**config.mk**
```make
export PLATFORM = sky130hd
export DESIGN_NAME = multi_race_observer
export DESIGN_NICKNAME = d
export VERILOG_FILES = /design/src/rtl/multi_race_observer.sv
export SDC_FILE = /design/constraint.sdc
export NUM_CORES = 1
export LEC_CHECK = 0
export CAP_MARGIN = 20
export CELL_PAD_IN_SITES_DETAIL_PLACEMENT = 1
export CELL_PAD_IN_SITES_GLOBAL_PLACEMENT = 1
export CORE_UTILIZATION = 47
export CTS_CLUSTER_SIZE = 8
export DETAILED_ROUTE_END_ITERATION = 10
export PLACE_DENSITY_LB_ADDON = 0.1
export SLEW_MARGIN = 20
export SYNTH_ARGS = -nofsm -noshare
export SYNTH_HDL_FRONTEND = slang
export SYNTH_SLANG_ARGS = --single-unit
```
**constraint.sdc**
```tcl
create_clock -name clk -period 4.7 [get_ports clk]
set_input_delay 1.41 -clock clk [delete_from_list [all_inputs] [get_ports clk]]
set_output_delay 1.41 -clock clk [all_outputs]
set_load 0.01 [all_outputs]
```
**src/rtl/multi_race_observer.sv**
```systemverilog
// multi_race_observer
//   N-channel four-phase handshake responder with a shared first-finisher
//   arbiter. Each channel sees start rise, waits a fixed or pseudo-random
//   delay, raises done, and drops done once start falls. The arbiter latches
//   the lowest-indexed channel that finished first since reset or the last
//   clear_winner.
//
// Handshake (per channel, four-phase): start[i] high requests; done[i] rises
//   after the delay and stays high while start[i] stays high; start[i] low
//   returns the channel to IDLE and done[i] falls on that edge. Dropping
//   start[i] before done rises aborts the request.
//
// Ports
//   clk          in   rising-edge clock
//   rst          in   synchronous active-high reset
//   start        in   [N_CH-1:0] per-channel request level
//   mode         in   0 = fixed delay, 1 = random delay (sampled at load)
//   delay        in   [CNT_W-1:0] fixed delay (sampled at load)
//   clear_winner in   discard the latched winner
//   done         out  [N_CH-1:0] per-channel acknowledge, registered
//   winner_valid out  a winner is latched
//   winner_id    out  index of the first channel to finish
//   state_dbg    out  [2*N_CH-1:0] per-channel FSM state, 2 bits each
//                     (0 = IDLE, 1 = WAIT, 2 = DONE)
module multi_race_observer #(
  parameter int          N_CH      = 4,
  parameter int          CNT_W     = 8,
  parameter logic [15:0] LFSR_SEED = 16'hACE1,
  localparam int         ID_W      = (N_CH > 1) ? $clog2(N_CH) : 1
) (
  input  logic                clk,
  input  logic                rst,
  input  logic [N_CH-1:0]     start,
  input  logic                mode,
  input  logic [CNT_W-1:0]    delay,
  input  logic                clear_winner,
  output logic [N_CH-1:0]     done,
  output logic                winner_valid,
  output logic [ID_W-1:0]     winner_id,
  output logic [2*N_CH-1:0]   state_dbg
);

  typedef enum logic [1:0] {
    ST_IDLE = 2'd0,
    ST_WAIT = 2'd1,
    ST_DONE = 2'd2
  } state_e;

  state_e             state_q [N_CH];
  state_e             state_d [N_CH];
  logic [CNT_W-1:0]   cnt_q   [N_CH];
  logic [CNT_W-1:0]   cnt_d   [N_CH];
  logic [N_CH-1:0]    done_q, done_d;
  logic [N_CH-1:0]    finish;
  logic [15:0]        lfsr_q, lfsr_d;
  logic               winner_valid_q, winner_valid_d;
  logic [ID_W-1:0]    winner_id_q, winner_id_d;
  logic [ID_W-1:0]    first_id;

  // Channel FSMs and shared Galois LFSR (taps 0xB400, shifts right).
  always_comb begin
    lfsr_d = {1'b0, lfsr_q[15:1]} ^ (lfsr_q[0] ? 16'hB400 : 16'h0000);
    done_d = done_q;
    finish = '0;
    for (int i = 0; i < N_CH; i++) begin
      state_d[i] = state_q[i];
      cnt_d[i]   = cnt_q[i];
      case (state_q[i])
        ST_IDLE: begin
          done_d[i] = 1'b0;
          if (start[i]) begin
            // All channels loading on one edge see the same LFSR value.
            cnt_d[i]   = mode ? lfsr_q[CNT_W-1:0] : delay;
            state_d[i] = ST_WAIT;
          end
        end
        ST_WAIT: begin
          done_d[i] = 1'b0;
          // Abort wins over an expiring count.
          if (!start[i]) begin
            state_d[i] = ST_IDLE;
          end else if (cnt_q[i] == '0) begin
            state_d[i] = ST_DONE;
            done_d[i]  = 1'b1;
            finish[i]  = 1'b1;
          end else begin
            cnt_d[i] = cnt_q[i] - CNT_W'(1);
          end
        end
        ST_DONE: begin
          done_d[i] = 1'b1;
          if (!start[i]) begin
            state_d[i] = ST_IDLE;
            done_d[i]  = 1'b0;
          end
        end
        default: begin
          state_d[i] = ST_IDLE;
          done_d[i]  = 1'b0;
        end
      endcase
    end
  end

  // Winner arbiter: lowest finishing index wins; a clear on the same edge as
  // a finish replaces the old winner instead of leaving the latch empty.
  always_comb begin
    first_id = '0;
    for (int i = N_CH - 1; i >= 0; i--) begin
      if (finish[i]) first_id = ID_W'(i);
    end
    winner_valid_d = winner_valid_q;
    winner_id_d    = winner_id_q;
    if ((finish != '0) && (!winner_valid_q || clear_winner)) begin
      winner_valid_d = 1'b1;
      winner_id_d    = first_id;
    end else if (clear_winner) begin
      winner_valid_d = 1'b0;
      winner_id_d    = '0;
    end
  end

  always_ff @(posedge clk) begin
    if (rst) begin
      for (int i = 0; i < N_CH; i++) begin
        state_q[i] <= ST_IDLE;
        cnt_q[i]   <= '0;
      end
      done_q         <= '0;
      lfsr_q         <= LFSR_SEED;
      winner_valid_q <= 1'b0;
      winner_id_q    <= '0;
    end else begin
      for (int i = 0; i < N_CH; i++) begin
        state_q[i] <= state_d[i];
        cnt_q[i]   <= cnt_d[i];
      end
      done_q         <= done_d;
      lfsr_q         <= lfsr_d;
      winner_valid_q <= winner_valid_d;
      winner_id_q    <= winner_id_d;
    end
  end

  always_comb begin
    state_dbg = '0;
    for (int i = 0; i < N_CH; i++) begin
      state_dbg[2*i +: 2] = state_q[i];
    end
  end

  assign done         = done_q;
  assign winner_valid = winner_valid_q;
  assign winner_id    = winner_id_q;

endmodule

```
==> run metrics <==
run status complete, no violations; post-route DRC violation count 0; CTS Sinks 63; number of warnings reported in the yosys synthesis log 0; Power Dens Cells 469 nW/µm²; starting density of the core 0.488; origin of the worst min-delay path lfsr_q[8]; proportion of layout cells with a drive suffix above 1 0.0948; achievable frequency 329 MHz; instance count of the mapped netlist 435; largest net degree at the start of global routing 36; wire length of the first global-routing pass 15.7 mm; final max-slew violation count 0; Peak VDD IR 202 µV; Syn-to-layout area delta 15.4%; routed length per instance 17.1 µm; Synth top area share 0.354; placeable core area 7290 µm²; unrepaired setup endpoints after global routing false; total setup violations reported at the end of the flow 0; quantity of gates resized following cts 0; final-layout worst hold slack 416 ps; share of the yosys chip area belonging to registers 0.354; Final ANT Viol Nets 0; post-synthesis area per instance 8.19 µm²; CTS root buffer clkbuf_8; n_diodes 0; Worst setup EP type register; Hold Crit Class reg2reg; Post-synth ARST share 0; CP required 4970 ps; Longest Clk Path Bufs 2; number of primary I/O pins 31; number of enable-type register cells in the synthesized netlist 0; number of iterations in the first detailed-routing pass 5; vertical extent of the die 89.0 µm; total vias in the final route 3,315; violation count after the first detailed-routing iteration 137; number of nets in the synthesized netlist 470; placer congestion estimate 0.782; total grt overflow 0; worst relative slew slack 0.463; Crit path arrival time 3310 ps; Primary FF master, synth dfxtp_1; via count of the first global-routing pass 3,187; Max Cap Viol 0; cts bufs inserted 9; clock period minus final worst setup slack 3040 ps; clk slew on worst S/H paths 70 ps; sum of negative setup slack 0 ps; total global routing track utilization 0.260; post-layout instance count excluding filler cells 563; Die W 89.0 µm; number of antenna violations at the first check in global routing 0; total of hold buffers inserted after clock tree synthesis 0; CP Max Fanout 9; leading post-synthesis cells by cell area dfxtp_1 (35%), ha_1 (6.7%), a21oi_1 (6.5%); HPWL after DPL 6.61 mm; final cycle utilization of the critical path 0.647; launching instance or port of the critical path start[1]; startpoint of the worst-slack reg-to-reg timing path state_q[1][0]; startpoint kind of the worst setup timing path primary input; Setup CP Type in2reg; Core Rows 31; Vias per Instance 5.89; port buffer count 30; combined area of all synthesized cells 3560 µm²; highest-count cells in the layout ignoring fill and taps dfxtp_1 (63), a21oi_1 (46), nand2_1 (42), o21ai_0 (36), clkdlybuf4s50_1 (29); clock insertion delay at the later pin of the skew report 350 ps; dpl cells 547; Seq cells post-synth 63; worst setup skew after layout 6.44 ps; H-tree levels 3; share of the core filled with cells 0.563; number of different library cells in the post-synthesis netlist 59; buffer count from post-CTS setup fixing 0; leading cell type in the layout, fill and taps excluded dfxtp_1; CTS tree done; post-synth top area cell dfxtp_1; Final nets 494; Die Outline Area 7930 µm²; Least-Margin Pin Slew 802 ps; total count of hold-check failures in the final report 0; overall routed net length 9.65 mm; static leakage 1.47 nW
==> flip-flops by register name, indices dropped and copies added (netlist names) <==
signal and cells:
cnt_q 32, lfsr_q 16, state_q 8, done 4, winner_id 2, winner_valid 1
==> layout make-up <==
| class | instances | area (µm²) |
|---|---|---|
| Sequential cell | 63 | 1260 |
| Timing Repair Buffer | 32 | 310 |
| Fill cell | 915 | 3180 |
| Clock inverter | 5 | 80.1 |
| Tap cell | 99 | 124 |
| Clock buffer | 11 | 151 |
| Inverter | 25 | 93.8 |
| Multi-Input combinational cell | 328 | 2090 |
==> cells in the mapped netlist (2+ instances only) <==
cell type  instances
nand3b_1           4
o21a_1             2
ha_1              19
a211oi_1           4
o32ai_1            5
and3_2             2
mux2i_1            5
nor3_1            11
or3b_2             3
nand4_1            6
and4_1             3
nor2b_1           11
a21oi_1           46
nand2_1           42
or4_1              3
xnor2_1            3
a21o_1             2
a31o_2             3
mux2_2             3
inv_1             24
nand4b_1           2
o21ai_0           36
nor2_1            28
or3_1              7
dfxtp_1           63
nand3_1            6
a31oi_1           15
clkbuf_8           4
o22ai_1            5
clkbuf_1          12
nand2b_1           9
nor3b_1            3
o211ai_1          10
o31a_1             2
or2_2              6
o31ai_1            3
==> per-stage QoR <==
| stage | setup WS (ps) | instance area [µm²] | power (W) |
|---|---|---|---|
| 2_1_floorplan | 2240 | 3560 | 0.00120 |
| 3_3_place_gp | 1380 | 3880 | 0.00135 |
| 3_5_place_dp | 1280 | 3880 | 0.00138 |
| 4_1_cts | 1660 | 4110 | 0.00193 |
| 5_1_grt | 1450 | 4110 | 0.00205 |
| 6_report | 1660 | 4110 | 0.00193 |
==> kinds of logic (layout without fill, tap and decap cells) <==
kind of cell	after synthesis	after routing	share of synthesized area
and+or+nand+nor	154	154	0.236
adders and majority gates	19	19	0.0668
DFF	63	63	0.354
muxes	8	8	0.0235
buffers and inverters	44	73	0.0594
AOI/OAI and AO/OA	144	144	0.253
xor gates and xnor gates	3	3	0.00738
==> report_power, final <==
part           switching, W  internal (W)  total, W
Sequential        0.0000844      0.000611  0.000696
Combinational      0.000402      0.000277  0.000679
Clock              0.000227      0.000327  0.000554
Total              0.000714       0.00121   0.00193
==> per-layer routing <==
metal	share of wire	track usage
met3	0.036	0.0416
met2	0.47	0.427
met1	0.47	0.334
met4	0.027	0.124
met5	0	0
==> worst paths after layout <==
kind	end	slack (ps)	cells past startpoint
setup / recovery	cnt_q[1][1]	1660	5
hold / removal	lfsr_q[7]	420	1
setup reg to reg	cnt_q[1][1]	2190	5
hold reg to reg	lfsr_q[7]	420	1
==> critical path: stages <==
cell and delay [ps]:
clkdlybuf4s50_1 620, o21ai_0 200, a31oi_1 660, o211ai_1 190, a21oi_1 220
(Power assumes the default switching activity.)
